[src/rtl/dm_pkg.sv]
// Shared definitions for the data-memory requester: command opcodes,
// FSM state encoding and default stack bounds.
package dm_pkg;

    localparam int          DM_DATA_W    = 16;
    localparam logic [15:0] SP_INIT_DEF  = 16'hFFFF;
    localparam logic [15:0] SP_LIMIT_DEF = 16'hFF00;

    typedef enum logic [1:0] {
        OP_LOAD  = 2'd0,
        OP_STORE = 2'd1,
        OP_PUSH  = 2'd2,
        OP_POP   = 2'd3
    } dm_op_e;

    typedef enum logic [1:0] {
        ST_IDLE  = 2'd0,
        ST_ISSUE = 2'd1,
        ST_WAIT  = 2'd2,
        ST_RESP  = 2'd3
    } dm_state_e;

endpackage

[src/rtl/dm_requester_if.sv]
// Bus bundle between the execute stage, the requester and the data memory.
//
// Handshakes: a transfer on cmd_* (resp. rsp_*) happens on a rising clock
// edge where valid and ready are both 1. Once the requester raises
// rsp_valid it keeps it, rsp_data and rsp_err stable until that transfer.
// The requester samples cmd_valid only while cmd_ready is 1. The dm_*
// strobes are one-shot and carry no handshake: the memory must act on them
// in the cycle they are high.
interface dm_requester_if #(
    parameter int DATA_W = 16
);
    logic              cmd_valid;
    logic              cmd_ready;
    logic [1:0]        cmd_op;
    logic [DATA_W-1:0] cmd_addr;
    logic [DATA_W-1:0] cmd_data;

    logic              rsp_valid;
    logic              rsp_ready;
    logic [DATA_W-1:0] rsp_data;
    logic              rsp_err;

    logic              dm_load;
    logic              dm_store;
    logic              dm_push;
    logic              dm_pop;
    logic [DATA_W-1:0] dm_rez;
    logic [DATA_W-1:0] dm_val;
    logic [DATA_W-1:0] dm_sp;
    logic [DATA_W-1:0] dm_out;

    logic [DATA_W-1:0] sp;

    // Requester side
    modport master (
        input  cmd_valid, cmd_op, cmd_addr, cmd_data, rsp_ready, dm_out,
        output cmd_ready, rsp_valid, rsp_data, rsp_err,
               dm_load, dm_store, dm_push, dm_pop, dm_rez, dm_val, dm_sp, sp
    );

    // Execute-stage / memory side
    modport slave (
        output cmd_valid, cmd_op, cmd_addr, cmd_data, rsp_ready, dm_out,
        input  cmd_ready, rsp_valid, rsp_data, rsp_err,
               dm_load, dm_store, dm_push, dm_pop, dm_rez, dm_val, dm_sp, sp
    );

endinterface

[src/rtl/dm_sp_unit.sv]
// Architectural stack pointer. The stack grows downward from SP_INIT; a push
// writes at sp then decrements, a pop increments then reads at the new sp.
// Overflow/underflow flags are combinational on the current register value
// so the FSM can suppress the memory strobe in the same cycle.
module dm_sp_unit
#(
    parameter int                DATA_W   = 16,
    parameter logic [DATA_W-1:0] SP_INIT  = 16'hFFFF,
    parameter logic [DATA_W-1:0] SP_LIMIT = 16'hFF00
) (
    input  logic              clk,
    input  logic              rst_n,
    input  logic              i_push,
    input  logic              i_pop,
    output logic [DATA_W-1:0] o_sp,
    output logic [DATA_W-1:0] o_sp_inc,
    output logic              o_ovf,
    output logic              o_unf
);

    logic [DATA_W-1:0] r_sp;

    assign o_sp     = r_sp;
    assign o_sp_inc = r_sp + DATA_W'(1);
    assign o_ovf    = (r_sp < SP_LIMIT);
    assign o_unf    = (r_sp == SP_INIT);

    // Move sp only for accesses that pass the bound checks, so it never wraps
    always_ff @(posedge clk or negedge rst_n) begin
        if (!rst_n) begin
            r_sp <= SP_INIT;
        end else if (i_push && !o_ovf) begin
            r_sp <= r_sp - DATA_W'(1);
        end else if (i_pop && !o_unf) begin
            r_sp <= o_sp_inc;
        end
    end

endmodule

[src/rtl/dm_requester.sv]
// Initiator side of the data-memory port. Takes one command at a time,
// drives the memory strobes for a single ISSUE cycle, waits READ_LAT cycles
// for read data on loads/pops and returns a response. Pushes below the
// stack limit and pops of an empty stack are blocked and flagged.
module dm_requester
    import dm_pkg::*;
#(
    parameter int                DATA_W   = 16,
    parameter logic [DATA_W-1:0] SP_INIT  = SP_INIT_DEF,
    parameter logic [DATA_W-1:0] SP_LIMIT = SP_LIMIT_DEF,
    parameter int                READ_LAT = 1
) (
    input  logic           clk,
    input  logic           rst_n,
    dm_requester_if.master bus,
    output dm_state_e      o_dbg_state
);

    // Last value of the wait counter; WAIT lasts READ_LAT cycles in total
    localparam logic [1:0] LAT_LAST = 2'(READ_LAT - 1);

    dm_state_e         r_state;
    dm_state_e         w_next;
    dm_op_e            r_op;
    logic [DATA_W-1:0] r_addr;
    logic [DATA_W-1:0] r_data;
    logic [1:0]        r_lat_cnt;
    logic [DATA_W-1:0] r_rsp_data;
    logic              r_rsp_err;
    // Holds cmd_ready low until the first edge after reset release
    logic              r_rdy_en;

    logic              w_accept;
    logic              w_issue_err;
    logic              w_cmd_ready;
    logic              w_load;
    logic              w_store;
    logic              w_push;
    logic              w_pop;
    logic [DATA_W-1:0] w_rez;
    logic [DATA_W-1:0] w_val;
    logic [DATA_W-1:0] w_dsp;

    logic [DATA_W-1:0] w_sp;
    logic [DATA_W-1:0] w_sp_inc;
    logic              w_ovf;
    logic              w_unf;
    logic              w_sp_push;
    logic              w_sp_pop;

    assign w_accept    = (r_state == ST_IDLE) && r_rdy_en && bus.cmd_valid;
    assign w_sp_push   = (r_state == ST_ISSUE) && (r_op == OP_PUSH);
    assign w_sp_pop    = (r_state == ST_ISSUE) && (r_op == OP_POP);
    assign w_issue_err = (w_sp_push && w_ovf) || (w_sp_pop && w_unf);

    dm_sp_unit #(
        .DATA_W   (DATA_W),
        .SP_INIT  (SP_INIT),
        .SP_LIMIT (SP_LIMIT)
    ) u_sp (
        .clk      (clk),
        .rst_n    (rst_n),
        .i_push   (w_sp_push),
        .i_pop    (w_sp_pop),
        .o_sp     (w_sp),
        .o_sp_inc (w_sp_inc),
        .o_ovf    (w_ovf),
        .o_unf    (w_unf)
    );

    // FSM state register
    always_ff @(posedge clk or negedge rst_n) begin
        if (!rst_n) begin
            r_state <= ST_IDLE;
        end else begin
            r_state <= w_next;
        end
    end

    // Next state and memory-side outputs; strobes and buses only in ISSUE
    always_comb begin
        w_next      = r_state;
        w_cmd_ready = 1'b0;
        w_load      = 1'b0;
        w_store     = 1'b0;
        w_push      = 1'b0;
        w_pop       = 1'b0;
        w_rez       = '0;
        w_val       = '0;
        w_dsp       = '0;
        case (r_state)
            ST_IDLE: begin
                w_cmd_ready = r_rdy_en;
                if (w_accept) begin
                    w_next = ST_ISSUE;
                end
            end
            ST_ISSUE: begin
                case (r_op)
                    OP_LOAD: begin
                        w_load = 1'b1;
                        w_rez  = r_addr;
                    end
                    OP_STORE: begin
                        w_store = 1'b1;
                        w_rez   = r_addr;
                        w_val   = r_data;
                    end
                    OP_PUSH: begin
                        if (!w_ovf) begin
                            w_push = 1'b1;
                            w_dsp  = w_sp;
                            w_val  = r_data;
                        end
                    end
                    OP_POP: begin
                        if (!w_unf) begin
                            w_pop = 1'b1;
                            w_dsp = w_sp_inc;
                        end
                    end
                    default: ;
                endcase
                if ((r_op == OP_LOAD) || ((r_op == OP_POP) && !w_unf)) begin
                    w_next = ST_WAIT;
                end else begin
                    w_next = ST_RESP;
                end
            end
            ST_WAIT: begin
                if (r_lat_cnt == LAT_LAST) begin
                    w_next = ST_RESP;
                end
            end
            ST_RESP: begin
                if (bus.rsp_ready) begin
                    w_next = ST_IDLE;
                end
            end
            default: w_next = ST_IDLE;
        endcase
    end

    // Command latch, latency counter and response registers
    always_ff @(posedge clk or negedge rst_n) begin
        if (!rst_n) begin
            r_rdy_en   <= 1'b0;
            r_op       <= OP_LOAD;
            r_addr     <= '0;
            r_data     <= '0;
            r_lat_cnt  <= '0;
            r_rsp_data <= '0;
            r_rsp_err  <= 1'b0;
        end else begin
            r_rdy_en <= 1'b1;
            if (w_accept) begin
                r_op       <= dm_op_e'(bus.cmd_op);
                r_addr     <= bus.cmd_addr;
                r_data     <= bus.cmd_data;
                r_rsp_data <= '0;
                r_rsp_err  <= 1'b0;
            end
            if (r_state == ST_ISSUE) begin
                r_lat_cnt <= '0;
                r_rsp_err <= w_issue_err;
            end
            if (r_state == ST_WAIT) begin
                r_lat_cnt <= r_lat_cnt + 2'd1;
                if (r_lat_cnt == LAT_LAST) begin
                    r_rsp_data <= bus.dm_out;
                end
            end
        end
    end

    assign bus.cmd_ready = w_cmd_ready;
    assign bus.rsp_valid = (r_state == ST_RESP);
    assign bus.rsp_data  = r_rsp_data;
    assign bus.rsp_err   = r_rsp_err;
    assign bus.dm_load   = w_load;
    assign bus.dm_store  = w_store;
    assign bus.dm_push   = w_push;
    assign bus.dm_pop    = w_pop;
    assign bus.dm_rez    = w_rez;
    assign bus.dm_val    = w_val;
    assign bus.dm_sp     = w_dsp;
    assign bus.sp        = w_sp;
    assign o_dbg_state   = r_state;

endmodule

[src/flat_wrapper.sv]
// flat-port wrapper written by rule: the top's interface ports become plain ports
module dm_requester_flat import dm_pkg::*;
#(
    parameter int                DATA_W   = 16,
    parameter logic [DATA_W-1:0] SP_INIT  = SP_INIT_DEF,
    parameter logic [DATA_W-1:0] SP_LIMIT = SP_LIMIT_DEF,
    parameter int                READ_LAT = 1
)
  (clk, rst_n, o_dbg_state, bus_cmd_valid, bus_cmd_op, bus_cmd_addr, bus_cmd_data, bus_rsp_ready, bus_dm_out, bus_cmd_ready, bus_rsp_valid, bus_rsp_data, bus_rsp_err, bus_dm_load, bus_dm_store, bus_dm_push, bus_dm_pop, bus_dm_rez, bus_dm_val, bus_dm_sp, bus_sp);
  dm_requester_if #(.DATA_W(DATA_W)) bus_i ();
  input  logic clk;
  input  logic rst_n;
  output dm_state_e o_dbg_state;
  input wire logic [$bits(bus_i.cmd_valid)-1:0] bus_cmd_valid;
  input wire logic [$bits(bus_i.cmd_op)-1:0] bus_cmd_op;
  input wire logic [$bits(bus_i.cmd_addr)-1:0] bus_cmd_addr;
  input wire logic [$bits(bus_i.cmd_data)-1:0] bus_cmd_data;
  input wire logic [$bits(bus_i.rsp_ready)-1:0] bus_rsp_ready;
  input wire logic [$bits(bus_i.dm_out)-1:0] bus_dm_out;
  output wire logic [$bits(bus_i.cmd_ready)-1:0] bus_cmd_ready;
  output wire logic [$bits(bus_i.rsp_valid)-1:0] bus_rsp_valid;
  output wire logic [$bits(bus_i.rsp_data)-1:0] bus_rsp_data;
  output wire logic [$bits(bus_i.rsp_err)-1:0] bus_rsp_err;
  output wire logic [$bits(bus_i.dm_load)-1:0] bus_dm_load;
  output wire logic [$bits(bus_i.dm_store)-1:0] bus_dm_store;
  output wire logic [$bits(bus_i.dm_push)-1:0] bus_dm_push;
  output wire logic [$bits(bus_i.dm_pop)-1:0] bus_dm_pop;
  output wire logic [$bits(bus_i.dm_rez)-1:0] bus_dm_rez;
  output wire logic [$bits(bus_i.dm_val)-1:0] bus_dm_val;
  output wire logic [$bits(bus_i.dm_sp)-1:0] bus_dm_sp;
  output wire logic [$bits(bus_i.sp)-1:0] bus_sp;
  assign bus_i.cmd_valid = bus_cmd_valid;
  assign bus_i.cmd_op = bus_cmd_op;
  assign bus_i.cmd_addr = bus_cmd_addr;
  assign bus_i.cmd_data = bus_cmd_data;
  assign bus_i.rsp_ready = bus_rsp_ready;
  assign bus_i.dm_out = bus_dm_out;
  assign bus_cmd_ready = bus_i.cmd_ready;
  assign bus_rsp_valid = bus_i.rsp_valid;
  assign bus_rsp_data = bus_i.rsp_data;
  assign bus_rsp_err = bus_i.rsp_err;
  assign bus_dm_load = bus_i.dm_load;
  assign bus_dm_store = bus_i.dm_store;
  assign bus_dm_push = bus_i.dm_push;
  assign bus_dm_pop = bus_i.dm_pop;
  assign bus_dm_rez = bus_i.dm_rez;
  assign bus_dm_val = bus_i.dm_val;
  assign bus_dm_sp = bus_i.dm_sp;
  assign bus_sp = bus_i.sp;
  dm_requester #(.DATA_W(DATA_W), .SP_INIT(SP_INIT), .SP_LIMIT(SP_LIMIT), .READ_LAT(READ_LAT)) u_core (.clk(clk), .rst_n(rst_n), .bus(bus_i), .o_dbg_state(o_dbg_state));
endmodule
[config.mk]
export PLATFORM = sky130hd
export DESIGN_NAME = dm_requester_flat
export DESIGN_NICKNAME = d
export VERILOG_FILES = /design/src/rtl/dm_pkg.sv /design/src/rtl/dm_requester_if.sv /design/src/rtl/dm_sp_unit.sv /design/src/rtl/dm_requester.sv /design/src/flat_wrapper.sv
export SDC_FILE = /design/constraint.sdc
export NUM_CORES = 1
export LEC_CHECK = 0
export CORE_MARGIN = 1
export CORE_UTILIZATION = 46
export CTS_BUF_LIST = sky130_fd_sc_hd__clkbuf_4 sky130_fd_sc_hd__clkbuf_8
export CTS_CLUSTER_DIAMETER = 40
export CTS_CLUSTER_SIZE = 10
export DETAILED_ROUTE_END_ITERATION = 12
export GPL_ROUTABILITY_DRIVEN = 0
export PLACE_DENSITY = 0.82
export REMOVE_ABC_BUFFERS = 1
export SYNTH_ARGS = -nofsm -noshare
export SYNTH_HDL_FRONTEND = slang
export SYNTH_SLANG_ARGS = --single-unit
[constraint.sdc]
create_clock -name clk -period 2.65 [get_ports clk]
set_clock_uncertainty 0.05 [all_clocks]
set_input_delay 0.265 -clock clk [delete_from_list [all_inputs] [get_ports clk]]
set_output_delay 0.265 -clock clk [all_outputs]
set_load 0.02 [all_outputs]
After elaboration in Yosys (flattened, before gate mapping)

Index checks and enable logic that the tools add are counted.

Divide/modulo/power cells: 0
Bitwise logic cells: 0
Reductions and logical operators: 21
Add/sub/neg operators: 3
Equality and inequality tests: 10
Muxes and demuxes: 34
Magnitude comparators: 1
Shift operators: 0
Multiply operators: 0

Operator list:

| cell                  | count |
|---|---|
| $mux 16               | 12 |
| $pmux 16 s2           | 2 |
| $add 16x1->16 const B | 1 |
| $eq 16x16->1 const B  | 1 |
| $lt 16x16->1 const B  | 1 |
| $sub 16x1->16 const B | 1 |
| $mux 1                | 14 |
| $mux 2                | 5 |
| $logic_and 1x1->1     | 9 |
| $eq 2x2->1 const B    | 4 |
| $pmux 2 s4            | 1 |
| $logic_not 2->1       | 3 |
| $reduce_bool 2->1     | 3 |
| $eq 2x1->1 const B    | 2 |
| $ne 2x1->1 const B    | 2 |
| $reduce_and 3->1      | 1 |
| $add 2x1->2 const B   | 1 |
| $logic_not 1->1       | 2 |
| $logic_or 1x1->1      | 2 |
| $ne 2x2->1 const B    | 1 |
| $reduce_or 2->1       | 1 |

RAM bits: 0
Memories kept: 0
ROM bits: 0
Input bits: 54
Latch bits: 0
Bits in registers: 72
Output and inout port bits: 89

Logic depth before layout (Yosys ltp)

Depth in word-level cells: 6
Gate-level depth with buffers: 8

Cells and area by module

From an unflattened synthesis, not the netlist that was laid out.

Cells, all modules: 393
Area, all modules: 4204.0 um^2

By module, submodules not included:

| module       | area an instance (um^2) | cells an instance | times used |
|---|---|---|---|
| dm_requester | 3032.9                  | 272               | 1 |
| dm_sp_unit   | 1171.1                  | 121               | 1 |

Worst setup path after synthesis

No wires, ideal clock.

Path type: register -> output
Start point: reg u_core.u_sp.r_sp[1], in the netlist u_core.u_sp.o_sp[1]
End point: out bus_dm_sp[14]
Path buffers: 0
Setup slack: 125 ps
Required time: 2335 ps
Stages on the path, launching flop included: 7
Data arrival time: 2210 ps
Cells stage by stage: dfstp_2 ha_1 nand3_4 nor4_4 nand3_1 xor2_1 o21ai_1

Cells in the longest elaborated chain, start to end: 4
Elaborated cells between the ends (all ways): 7
Those cells by class: add/sub: 1; order compare: 1; eq/ne: 1; mux: 4

Ends and longest elaborated chain:

| element                               | RTL line                                 | text |
|---|---|---|
| from (decl)                           | dm_sp_unit.sv:21                         | `logic [DATA_W-1:0] r_sp;` |
| from (signal assigned)                | dm_sp_unit.sv:33                         | `r_sp <= r_sp - DATA_W'(1);` |
| from (signal assigned)                | dm_sp_unit.sv:35                         | `r_sp <= o_sp_inc;` |
| $add 16x1->16 (tied with other cells) | dm_sp_unit.sv:24                         | `assign o_sp_inc = r_sp + DATA_W'(1);` |
| $mux 16 (on tied branches)            | dm_requester.sv:117, dm_requester.sv:110 |  |
| $pmux 16 s2 (*)                       | dm_requester.sv:99                       | `case (r_op)` |
| $mux 16 (*)                           | dm_requester.sv:91                       | `case (r_state)` |
| to (decl)                             | flat_wrapper.sv:30                       | `output wire logic [$bits(bus_i.dm_sp)-1:0] bus_dm_sp;` |

Every way passes the cells marked *; elsewhere a longest branch is shown, timed or not.

Final worst setup path

Start point: reg u_core.u_sp.r_sp[15], in the netlist u_core.u_sp.o_sp[15]
End point: out bus_dm_val[7]

Cells in the longest elaborated chain, start to end: 4

Ends and longest elaborated chain:

| element      | RTL line            | text |
|---|---|---|
| $lt 16x16->1 | dm_sp_unit.sv:25    | `assign o_ovf = (r_sp < SP_LIMIT);` |
| $mux 16      | dm_requester.sv:110 | `if (!w_ovf) begin` |
| $pmux 16 s2  | dm_requester.sv:99  |  |
| $mux 16      | dm_requester.sv:91  |  |
| to (decl)    | flat_wrapper.sv:29  | `output wire logic [$bits(bus_i.dm_val)-1:0] bus_dm_val;` |

No other way between the ends.

==> impl_results.md <==
* Simple-gate area share of the yosys netlist at 0.195
* R2R Setup Slk at 0.49 ns
* GRT Total Usage at 0.230
* Fin area at between 5000 and 6000 µm²
* DRT antenna net count at 0
* Compound-Gate Fraction of Synth Area at 0.103
* Clock transition at path regs at about 0.08 ns
* Via density at around 5.2
* CTS tree: yes
* Pin count of the biggest net entering global routing at 73
* CTS Buf Count at 9
* Non-filler cells, final at 661
* Number of synthesized register bits at 72
* Fin util at 0.708
* Final worst slack at about 0.086 ns
* Min Hold Slack at -0.00945 ns
* Synth area leaders: dfrtp_1 (36%), dfstp_2 (11%), mux2_2 (9.8%)
* Die X at around 94 µm
* F_max at a little under 400 MHz
* Adder-cell share of the synthesized area at 0.0383
* Hold WC Path Type: in2async
* Pwr Total at between 5 and 6 mW
* Initial DRC count at 125
* Post-synth EDFFs at 0
* Slew @ Worst Pin at 0.901 ns
* Crit-path max FO at 16
* Clk root buf: clkbuf_8
* Placed insts at ~640
* Worst EP arrival at between 2 and 2.5 ns
* Endpoints failing setup at 0
* First-pass GRT wire length at 15.9 mm
* Count of cell types in the netlist at 53
* Sequential-to-total area share from yosys stat at 0.464
* I/O pin cnt at about 140
* Largest family of logic cells by synthesized area: simple AND/OR/NAND/NOR gates
* Die ar. at between 8000 and 9000 µm²
* Multi-input gate area at between 1500 and 2000 µm²
* Row cnt at 33
* IO Port Bufs at approximately 140
* Total Routed Length at slightly below 10 mm
* Fin crit share at 0.968
* Critical path class: reg2out
* Startpoint Class: register
* Max cap viols at 0
* # DRC at 0
* Minimum clock period at between 2 and 3 ns
* Initial antenna violation count at 0
* Final net count at just over 600
* Clk Latency, worst-skew pair at about 0.33 ns
* Placement-stage cell area at between 5000 and 6000 µm²
* Fin. Hold Viols at 3
* Vias in the first global route at between 3000 and 4000
* FF-to-FF Start: u_core.o_dbg_state[1]$_DFFE_PN0P_
* Yosys warns at 0
* Failing checks: hold timing
* WL per Instance at approximately 15 µm
* Proportion of synthesized area in mux cells at 0.103
* PwrDens at 927 nW/µm²
* Sink Count at just over 70
* Fillers at 623
* Core ar. at 8220 µm²
* 1st-pass router iterations at 4
* Run status: complete, but fails checks
* Initial cell density of the core at 0.478
* Yosys top cell area share at 0.357
* H-tree levels at 3
* DP Worst Slack at -0.0415 ns
* Avg Synthesized Cell Area at roughly 10 µm²
* Required @ worst endpoint at 2.34 ns
* Max-slew headroom at 0.400
* FF/Latch Area at between 1500 and 2000 µm²
* Origin of the worst setup path: u_core.u_sp.o_sp[15]$_DFFE_PN1P_
* Vias at 3420
* Area Growth Syn to Fin at 48.2%
* Clock Path Buffers at 2
* Total gr overflow at 0
* Pleak at 2.77 nW
* Die H at about 94 µm
* Slew Limit Fails at 0
* Antenna cells at 0
* Post-DP HPWL at approximately 7.3 mm
* Ys async rst share at 1.00
* Cell count after synthesis at slightly below 400
* Xor and xnor area share after synthesis at 0.0469
* Post-synth top area cell: dfrtp_1
* Crit end category: output pin
* Synthesized area at around 3900 µm²
* Layout cell share with drive strength beyond 1 at 0.263
* Primary FF master, synth: dfrtp_1
* Setup TNS at 0 ns
* Maximum VDD drop at 0.482 mV
==> where the power goes <==
group,total (mW),internal (mW),switching (mW)
logic,2.65,1.28,1.37
clock network,0.964,0.546,0.418
registers,1.77,1.56,0.218
total,5.39,3.38,2.01
==> worst paths after layout <==
path                                                    end  cells after the start
min                            u_core.r_data[7]$_DFFE_PN0P_                      1
min in group clk           u_core.bus.rsp_data[7]$_DFF_PN0_                      3
min reg2reg                    u_core.r_data[1]$_DFFE_PN0P_                      1
max                                           bus_dm_val[7]                      6
max reg2reg                 u_core.u_sp.o_sp[3]$_DFFE_PN1P_                      8
max in group asynchronous      u_core.r_addr[9]$_DFFE_PN0P_                      1
==> cell type report <==
class / instances / area share
Inverter: 14 / 0.00904
Clock inverter: 6 / 0.0161
Tap cell: 105 / 0.0226
Multi-Input combinational cell: 275 / 0.334
Clock buffer: 10 / 0.0226
Timing Repair Buffer: 179 / 0.282
Sequential cell: 72 / 0.313
==> layer usage <==
layer	wire length, µm	global-route usage	up-vias
met5	0	0	-
met4	105	0.0718	0
met3	625	0.0483	8
met2	4950	0.388	116
met1	4180	0.296	1654
li1	-	-	1642
==> state kept, by name, indices dropped and copies added (netlist names) <==
| register | cells |
|---|---|
| u_core.r_rdy_en | 1 |
| u_core.r_op | 2 |
| u_core.r_data | 16 |
| u_core.u_sp.o_sp | 16 |
| u_core.bus.rsp_err | 1 |
| u_core.bus.rsp_data | 16 |
| u_core.r_addr | 16 |
| u_core.o_dbg_state | 2 |
| u_core.r_lat_cnt | 2 |
==> cells by family after synthesis <==
| family | after synthesis |
|---|---|
| multiplexers | 36 |
| other | 1 |
| XOR/XNOR | 21 |
| AO/OA/AOI/OAI | 63 |
| buffers and inverters | 40 |
| AND/OR/NAND/NOR | 142 |
| flip-flops | 72 |
| adder cells (fa/ha/maj) | 12 |
==> synth_stat cells, types with 2 or more instances <==
library cell,number
dfrtp_1,56
nand2_1,54
mux2_2,34
o21ai_0,25
and2_1,21
xnor2_1,17
dfstp_2,16
nor2b_1,16
inv_1,13
ha_1,12
nor2_1,12
clkbuf_1,11
nand3_1,11
o21ai_1,10
buf_4,7
a21oi_1,6
nand4_1,5
buf_2,4
xor2_1,4
a21o_1,3
a31oi_1,3
and3_1,3
and4_1,3
buf_1,3
nor3_1,3
nor4_1,3
a211oi_1,2
a22oi_1,2
a32oi_1,2
nand2_2,2
nor4_4,2
==> cells in the final DEF, fill, tap and decap left out, types with 3 or more instances in the layout <==
cell	count
clkdlybuf4s50_1	94
buf_4	35
dlygate4sd2_1	7
ha_1	11
xor2_1	4
dlymetal6s2s_1	15
mux2_2	34
clkbuf_2	22
inv_1	13
and2_1	21
nor3_1	3
o21ai_1	10
nor2_1	11
nand3_1	10
nand4_1	5
a21oi_1	6
a21o_1	3
o21ai_0	25
nor2b_1	16
clkbuf_8	9
nand2_2	3
dfrtp_1	56
dfstp_2	16
clkinv_4	3
a31oi_1	3
nand2_1	53
xnor2_1	17
==> timing repair <==
item                                    4_1_cts  5_1_grt
endpoints found under the setup margin       50       49
hold buffers                                  0        0
gates resized for setup                      40       70
setup buffers                                 1        3
pin swaps                                     2        4
==> worst max-delay path, stage by stage (launching register included) <==
cell           delay (ns)
dfstp_2              0.58
and4_4               0.29
and4_1               0.25
o211a_1              0.20
buf_12               0.14
and2_1               0.13
dlygate4sd2_1        0.33
(Power assumes the default switching activity.)
